### config.mk
export PLATFORM = sky130hd
export DESIGN_NAME = mul_seq_ctrl
export DESIGN_NICKNAME = d
export VERILOG_FILES = /design/src/rtl/mul_seq_ctrl.sv
export SDC_FILE = /design/constraint.sdc
export NUM_CORES = 1
export LEC_CHECK = 0
export ABC_AREA = 0
export ABC_CLOCK_PERIOD_IN_PS = 3940
export BUFFER_PORTS_ARGS = -buffer_cell sky130_fd_sc_hd__buf_2
export CAP_MARGIN = 20
export CORE_MARGIN = 2
export CORE_UTILIZATION = 56
export CTS_CLUSTER_SIZE = 28
export DETAILED_ROUTE_END_ITERATION = 10
export GPL_ROUTABILITY_DRIVEN = 0
export GPL_TIMING_DRIVEN = 0
export PLACE_DENSITY = 0.9
export SLEW_MARGIN = 20
export SYNTH_ARGS = -nofsm -noshare
export SYNTH_HDL_FRONTEND = slang
export SYNTH_SLANG_ARGS = --single-unit
### constraint.sdc
create_clock -name clk -period 3.94 [get_ports clk]
set_input_delay 0.394 -clock clk [delete_from_list [all_inputs] [get_ports clk]]
set_output_delay 0.394 -clock clk [all_outputs]
set_load 0.03 [all_outputs]
### src/rtl/mul_seq_ctrl.sv
// mul_seq_ctrl: builds a W x W unsigned product from an external 2x2-bit multiplier
// core. Every digit pair is sent to the core once, in sequence, and the core's 4-bit
// results are shifted and summed. Each core result is also compared with the exact
// digit product, and mismatches are counted.
//
// Ports
//   clk, rst_n         rising-edge clock, asynchronous active-low reset
//   in_valid/in_ready  operand handshake; in_ready is high only while idle
//   a_in, b_in         W-bit unsigned operands
//   core_a, core_b     digit pair driven to the core (zero when not running)
//   core_p             core product, combinational from core_a/core_b
//   out_valid/out_ready result handshake
//   p_out              2W-bit accumulated product
//   op_err             at least one core mismatch in the current product
//   err_cnt            saturating count of core mismatches since reset
module mul_seq_ctrl #(
  parameter int unsigned W    = 8,
  parameter int unsigned ERRW = 8
) (
  input  logic              clk,
  input  logic              rst_n,
  input  logic              in_valid,
  output logic              in_ready,
  input  logic [W-1:0]      a_in,
  input  logic [W-1:0]      b_in,
  output logic [1:0]        core_a,
  output logic [1:0]        core_b,
  input  logic [3:0]        core_p,
  output logic              out_valid,
  input  logic              out_ready,
  output logic [2*W-1:0]    p_out,
  output logic              op_err,
  output logic [ERRW-1:0]   err_cnt
);

  localparam int unsigned N  = W / 2;
  localparam int unsigned IW = (N > 1) ? $clog2(N) : 1;
  localparam int unsigned SW = $clog2(2 * W);

  typedef enum logic [1:0] {StIdle, StRun, StDone} state_e;

  state_e            state_q;
  logic [W-1:0]      a_q, b_q;
  logic [IW-1:0]     i_q, j_q;
  logic [2*W-1:0]    acc_q;
  logic              op_err_q;
  logic [ERRW-1:0]   err_cnt_q;

  logic [W-1:0]      a_sh, b_sh;
  logic [3:0]        exact;
  logic              mismatch;
  logic [SW-1:0]     shamt;
  logic [2*W-1:0]    term;
  logic              i_last, j_last;

  always_comb begin
    a_sh     = a_q >> {i_q, 1'b0};
    b_sh     = b_q >> {j_q, 1'b0};
    core_a   = (state_q == StRun) ? a_sh[1:0] : 2'b00;
    core_b   = (state_q == StRun) ? b_sh[1:0] : 2'b00;
    exact    = {2'b00, core_a} * {2'b00, core_b};
    mismatch = (state_q == StRun) && (core_p != exact);
    // Weight of digit pair (i, j) is 4^(i+j); the raw core value is accumulated
    // even when it is wrong, so the sum wraps modulo 2^(2W).
    shamt    = SW'({i_q, 1'b0}) + SW'({j_q, 1'b0});
    term     = {{(2*W-4){1'b0}}, core_p} << shamt;
    i_last   = (i_q == IW'(N - 1));
    j_last   = (j_q == IW'(N - 1));
  end

  always_ff @(posedge clk or negedge rst_n) begin
    if (!rst_n) begin
      state_q   <= StIdle;
      a_q       <= '0;
      b_q       <= '0;
      i_q       <= '0;
      j_q       <= '0;
      acc_q     <= '0;
      op_err_q  <= 1'b0;
      err_cnt_q <= '0;
    end else begin
      unique case (state_q)
        StIdle: begin
          if (in_valid) begin
            a_q      <= a_in;
            b_q      <= b_in;
            i_q      <= '0;
            j_q      <= '0;
            acc_q    <= '0;
            op_err_q <= 1'b0;
            state_q  <= StRun;
          end
        end
        StRun: begin
          acc_q <= acc_q + term;
          if (mismatch) begin
            op_err_q <= 1'b1;
            if (err_cnt_q != '1) err_cnt_q <= err_cnt_q + ERRW'(1);
          end
          if (j_last) begin
            j_q <= '0;
            if (i_last) begin
              i_q     <= '0;
              state_q <= StDone;
            end else begin
              i_q <= i_q + IW'(1);
            end
          end else begin
            j_q <= j_q + IW'(1);
          end
        end
        StDone: begin
          if (out_ready) state_q <= StIdle;
        end
        default: state_q <= StIdle;
      endcase
    end
  end

  assign in_ready  = (state_q == StIdle);
  assign out_valid = (state_q == StDone);
  assign p_out     = acc_q;
  assign op_err    = op_err_q;
  assign err_cnt   = err_cnt_q;

endmodule

==> results.sh, run 1 <==
export IMPL_arrival_ps=3830
export IMPL_finalHoldViolCount=0
export IMPL_worstSetupPathType="reg2reg"
export IMPL_cts_sinks=47
export IMPL_finalCriticalPeriod_ps=3630
export IMPL_drive_above_1_share=0.263
export IMPL_diodes=0
export IMPL_die_area_um2=6020
export IMPL_final_antenna_net_count=0
export IMPL_drtPass1Iterations=4
export IMPL_reg2reg_from="i_q[0]"
export IMPL_synth_top_area_share=0.388
export IMPL_vias=2553
export IMPL_fmax_mhz=275
export IMPL_path_delay_family="adder cells"
export IMPL_dp_cells=429
export IMPL_reg2reg_setup_slack_ps=310
export IMPL_fp_dieW_um=77.6
export IMPL_cp_slowest_cell="fa_1"
export IMPL_yosys_area_top_type="dfrtp_1"
export IMPL_place_area_um2=3390
export IMPL_insertion_delay_ps=310
export IMPL_antenna_found_initial=0
export IMPL_grt_overflow_total=0
export IMPL_rsz0062_at_grt="false"
export IMPL_postSynthCellCount=305
export IMPL_instances_no_fill=435
export IMPL_synthFlopType="dfrtp_1"
export IMPL_cts_inserted_buffers=5
export IMPL_syn_nets=352
export IMPL_finalMaxSlewViolations=0
export IMPL_drt_iter0_markers=122
export IMPL_worstHoldPathType="in2async"
export IMPL_cts_tree="done"
export IMPL_worst_slew_pin_slew_ps=939
export IMPL_grt_max_degree=48
export IMPL_wl_per_cell_um=15.6
export IMPL_async_flop_share=1.00
export IMPL_grt_usage=0.243
export IMPL_grt_pass1_vias=2538
export IMPL_cpPeakStageDelay_ps=650
export IMPL_drt_wl_total_mm=6.80
export IMPL_yosys_top_cells_area="dfrtp_1 (39%), ha_1 (8.7%), mux2_2 (6.3%)"
export IMPL_cp_cell_sequence="ha_1, inv_1, fa_1, nand2_1, nor2_1, ha_1, inv_1, fa_1, nor2b_1, o211ai_1, and3_1, o21ai_2, nand2_1, o311ai_0"
export IMPL_r2r_end="p_out[14]"
export IMPL_path_max_fanout=9
export IMPL_die_y_um=77.6
export IMPL_period_share=0.922
export IMPL_core_um2=5170
export IMPL_yosysUniqueCellTypes=55
export IMPL_fillCellCount=383
export IMPL_drc_errors=0
export IMPL_clockBufferDepth=2
export IMPL_crit_required_ps=4140
export IMPL_ctsHoldBuffers=0
export IMPL_synth_edf_count=0
export IMPL_crit_path_start_kind="flop"
export IMPL_yosys_warnings=0
export IMPL_cts_root_buffer="clkbuf_8"
export IMPL_max_cap_viol_count=0
export IMPL_start_util=0.587
export IMPL_setup_viol=0
export IMPL_num_rows=26
export IMPL_fin_area_um2=3500
export IMPL_cp_end_kind="flop"
export IMPL_worstRegToRegCells=14
export IMPL_ctsHtreeMaxLevel=2
export IMPL_ys_seq_area_frac=0.388
export IMPL_io_pins=55
export IMPL_cp_num_buf_inv=2
export IMPL_ys_ff_latch=47
export IMPL_status="complete, no violations"
export IMPL_nets=412
export IMPL_clock_skew_ps=9.36
export IMPL_path_clk_slew_ps=90
export IMPL_grt_pass1_wl_mm=11.6
export IMPL_syn_area_per_cell_um2=9.95
export IMPL_areaGrowthSynthToFinish_pct=15.5
export IMPL_numPortBuffers=54
export IMPL_syn_area_um2=3030
export IMPL_vias_per_cell=5.87
export IMPL_relSlewSlack=0.372
export IMPL_place_hpwl_mm=5.02
-- synth_stat cells, drive strengths merged (2+ instances only) --
cell type / count
a211oi: 2
dfrtp: 47
and2: 4
o21bai: 2
and3: 8
nand2: 28
fa: 2
nand4: 2
a21oi: 17
a22o: 2
a41oi: 2
nand3: 11
o211ai: 4
o311ai: 2
nand2b: 6
mux4: 4
o21ai: 14
nor2b: 6
or4: 2
a21o: 2
nor2: 23
mux2: 18
o22ai: 3
mux2i: 5
a22oi: 2
o2111ai: 3
buf: 3
xor2: 4
a32o: 3
xnor2: 11
clkbuf: 7
a31oi: 2
or2: 2
o31ai: 2
inv: 16
nor3: 5
ha: 21
-- cell families after synthesis --
family,synth area share
multiplexers,0.117
adder cells (fa/ha/maj),0.0998
AND/OR/NAND/NOR,0.163
buffers and inverters,0.0342
AO/OA/AOI/OAI,0.153
XOR/XNOR,0.0458
flip-flops,0.388
-- worst register-to-register path, cell delays in order (launching register included) --
cell and delay [ps]:
dfrtp_2 460, ha_1 170, inv_1 50, fa_1 650
nand2_1 180, nor2_1 150, ha_1 180, inv_1 60
fa_1 390, nor2b_1 210, o211ai_1 130, and3_1 220
o21ai_2 280, nand2_1 100, o311ai_0 290
-- per-layer routing --
layer | part of all wire | up-vias | global-route usage | wire, µm
met4 | 0.0084 | 0 | 0.0804 | 57
met2 | 0.49 | 91 | 0.398 | 3350
met3 | 0.064 | 8 | 0.0523 | 434
met1 | 0.43 | 1228 | 0.320 | 2960
met5 | 0 | - | 0 | 0
li1 | - | 1226 | - | -
-- flip-flops by register name, indices dropped and copies added, names as in the netlist --
| name | cells |
|---|---|
| a_q | 8 |
| b_q | 8 |
| err_cnt | 8 |
| i_q | 2 |
| j_q | 2 |
| op_err | 1 |
| p_out | 16 |
| state_q | 2 |
-- repair_timing --
action	in CTS	in global routing
setup buffers	0	0
endpoints found under the setup margin	1	6
resized for setup	1	4
-- through the flow --
| step | setup TNS [ps] | hold slack [ps] | utilization | setup WS (ps) |
|---|---|---|---|---|
| detailed placement | -110 | 487 | 0.656 | -110 |
| CTS | 0 | 307 | 0.676 | 20.6 |
| global placement | 0 | 476 | 0.656 | 33.5 |
| floorplan | 0 | 98.4 | - | 509 |
| finish | 0 | 77.7 | 0.677 | 309 |
| global route | 0 | 129 | 0.677 | 46.0 |
-- final cells by class --
| class | instances | area (µm²) | area share |
|---|---|---|---|
| Multi-Input combinational cell | 232 | 1760 | 0.502 |
| Sequential cell | 47 | 1180 | 0.336 |
| Clock buffer | 5 | 68.8 | 0.0196 |
| Tap cell | 70 | 87.6 | 0.0250 |
| Inverter | 16 | 60.1 | 0.0171 |
| Clock inverter | 2 | 37.5 | 0.0107 |
| Timing Repair Buffer | 54 | 273 | 0.0779 |
| Buffer | 9 | 40.0 | 0.0114 |
-- cells in the final DEF, fill, tap and decap left out, types with 4 or more instances in the layout --
| cell | count |
|---|---|
| a21oi_1 | 17 |
| and3_1 | 7 |
| buf_2 | 55 |
| clkbuf_1 | 6 |
| clkbuf_8 | 5 |
| dfrtp_1 | 45 |
| ha_1 | 21 |
| inv_1 | 16 |
| mux2_2 | 17 |
| mux2i_1 | 5 |
| nand2_1 | 26 |
| nand2b_1 | 6 |
| nand3_1 | 11 |
| nor2_1 | 23 |
| nor2b_1 | 6 |
| nor3_1 | 5 |
| o211ai_1 | 4 |
| o21ai_0 | 12 |
| xnor2_1 | 11 |
-- how the worst max path moves through the flow --
stage                      start   endpoint  slack [ps]  cells past startpoint
after floorplan           i_q[0]  p_out[14]         510                     13
after global placement    i_q[0]  p_out[14]          30                     13
after detailed placement  i_q[0]  p_out[14]        -110                     15
after CTS                 i_q[0]  p_out[14]          20                     15
after global routing      i_q[0]  p_out[14]          50                     14
final                     i_q[0]  p_out[14]         310                     14
Power of run 1 is not shown: default switching activity piles up to over one toggle a cycle in this logic, so the estimate is an artifact.
==> run 2: changes to the inputs <==
Settings changed: ABC_CLOCK_PERIOD_IN_PS 3940 to 3100, CORE_UTILIZATION 56 to 51, PLACE_DENSITY 0.9 to 0.87.
Clock period 3.94 ns to 3.1 ns, I/O delays scaled along.
==> run 2 against run 1 <==
Compared with the run above: the flow now finishes with violations (hold timing, setup timing); register-to-register slack worse by 420 ps; die area is 9.3% higher; fmax is 13% higher; worst setup slack worse by 420 ps; first-iteration DRC count is 14% higher; routed wire length is 15% higher; count of clock-buffer cells in the layout stayed put; final area is 11% higher; highest routed layer unchanged.
==> results.sh, run 2 (same netlist as run 1, synthesis figures left out) <==
export IMPL_status="finished, violations left"
export IMPL_violations="hold timing, setup timing"
export IMPL_worst_slew_pin_slew_ps=1010
export IMPL_ctsHtreeMaxLevel=2
export IMPL_drt_wl_total_mm=7.83
export IMPL_cts_sinks=47
export IMPL_areaGrowthSynthToFinish_pct=27.8
export IMPL_crit_required_ps=3300
export IMPL_fmax_mhz=312
export IMPL_cp_num_buf_inv=2
export IMPL_cp_end_kind="flop"
export IMPL_hold_ws_ps=-6.33
export IMPL_cp_cell_sequence="ha_4, inv_2, fa_1, buf_8, nor2_2, a31oi_2, nor2_2, ha_4, a21oi_2, nor2_1, a211oi_2, mux2_4, a221o_1"
export IMPL_worstRegToRegCells=13
export IMPL_start_util=0.519
export IMPL_cp_slowest_cell="dfrtp_2"
export IMPL_max_cap_viol_count=0
export IMPL_largest_reg_flops=16
export IMPL_grt_overflow_total=0
export IMPL_cp_startpoint="i_q[0]"
export IMPL_fillCellCount=444
export IMPL_cts_inserted_buffers=5
export IMPL_die_area_um2=6580
export IMPL_num_rows=28
export IMPL_die_y_um=81.1
export IMPL_final_util=0.663
export IMPL_vias=2673
export IMPL_nets=430
export IMPL_grt_usage=0.237
export IMPL_numPortBuffers=54
export IMPL_layout_common_cells="buf_2 (55), dfrtp_1 (44), nand2_1 (23), buf_4 (20)"
export IMPL_worst_slack_ps=-108
export IMPL_core_um2=5850
export IMPL_rsz0062_at_grt="true"
export IMPL_antenna_found_initial=0
export IMPL_place_hpwl_mm=5.10
export IMPL_clock_skew_ps=6.81
export IMPL_path_delay_family="adder cells"
export IMPL_arrival_ps=3400
export IMPL_path_clk_slew_ps=90
export IMPL_worstHoldPathType="in2async"
export IMPL_cts_tree="done"
export IMPL_clockBufferDepth=2
export IMPL_wl_per_cell_um=17.1
export IMPL_setup_viol=5
export IMPL_fp_dieW_um=81.1
export IMPL_finalHoldViolCount=10
export IMPL_worstSetupPathType="reg2reg"
export IMPL_cts_root_buffer="clkbuf_8"
export IMPL_insertion_delay_ps=310
export IMPL_path_max_fanout=8
export IMPL_drt_iter0_markers=139
export IMPL_reg2reg_from="i_q[0]"
export IMPL_relSlewSlack=0.326
export IMPL_drtPass1Iterations=4
export IMPL_finalMaxSlewViolations=0
export IMPL_diodes=0
export IMPL_grt_max_degree=48
export IMPL_worst_path_stages=13
export IMPL_finalCriticalPeriod_ps=3210
export IMPL_crit_path_start_kind="flop"
export IMPL_period_share=1.03
export IMPL_vias_per_cell=5.84
export IMPL_cpPeakStageDelay_ps=440
export IMPL_drive_above_1_share=0.397
export IMPL_drc_errors=0
export IMPL_grt_pass1_vias=2599
export IMPL_grt_pass1_wl_mm=12.0
export IMPL_final_common_cell="buf_2"
export IMPL_final_antenna_net_count=0
export IMPL_io_pins=55
## run 2: changes by cell type in the layout (fill, tap and decap cells not counted), sizes merged
cell	previous run	this run
buf	57	76
clkbuf	11	10
## run 2: worst paths after layout
| check | slack (ps) | endpoint |
|---|---|---|
| worst max-delay path | -110 | p_out[15] |
| worst min-delay path | -6 | p_out[3] |
| worst max register to register | -110 | p_out[15] |
| worst min register to register | 510 | a_q[4] |
| max in group asynchronous | 2660 | i_q[0] |
| min in group clk | 220 | a_q[5] |
## run 2: what timing repair did
action,CTS,global route
buffers inserted,10,8
pin swaps,7,20
resized for setup,16,36
hold buffers,0,0
setup endpoints to repair,11,10
## run 2: per-layer routing
metal / track usage / vias to the layer above / share of wire
met5: 0 / - / 0
met4: 0.0797 / 0 / 0.031
met3: 0.0500 / 21 / 0.060
met2: 0.409 / 111 / 0.51
met1: 0.295 / 1278 / 0.40
li1: - / 1263 / -
## run 2: area by class of cell
type	instances	area, µm²	share of cell area
Inverter	16	60.1	0.0155
Timing Repair Buffer	72	408	0.105
Tap cell	75	93.8	0.0242
Buffer	9	51.3	0.0132
Clock buffer	5	68.8	0.0177
Clock inverter	2	37.5	0.00968
Multi-Input combinational cell	232	1980	0.510
Sequential cell	47	1180	0.304
## run 2: stage by stage
step / TNS [ps] / std cells / hold WS (ps) / instance area, µm² / setup WS (ps)
floorplan: 0 / 305 / 14.4 / 3050 / 28.3
global placement: -1590 / 434 / 476 / 3410 / -263
detailed placement: -3070 / 434 / 487 / 3410 / -465
CTS: -10.0 / 451 / 228 / 3650 / -6.49
global route: -1250 / 458 / 55.0 / 3880 / -207
finish: -267 / 458 / -6.33 / 3880 / -108
Power of run 2 is left out for the same reason.
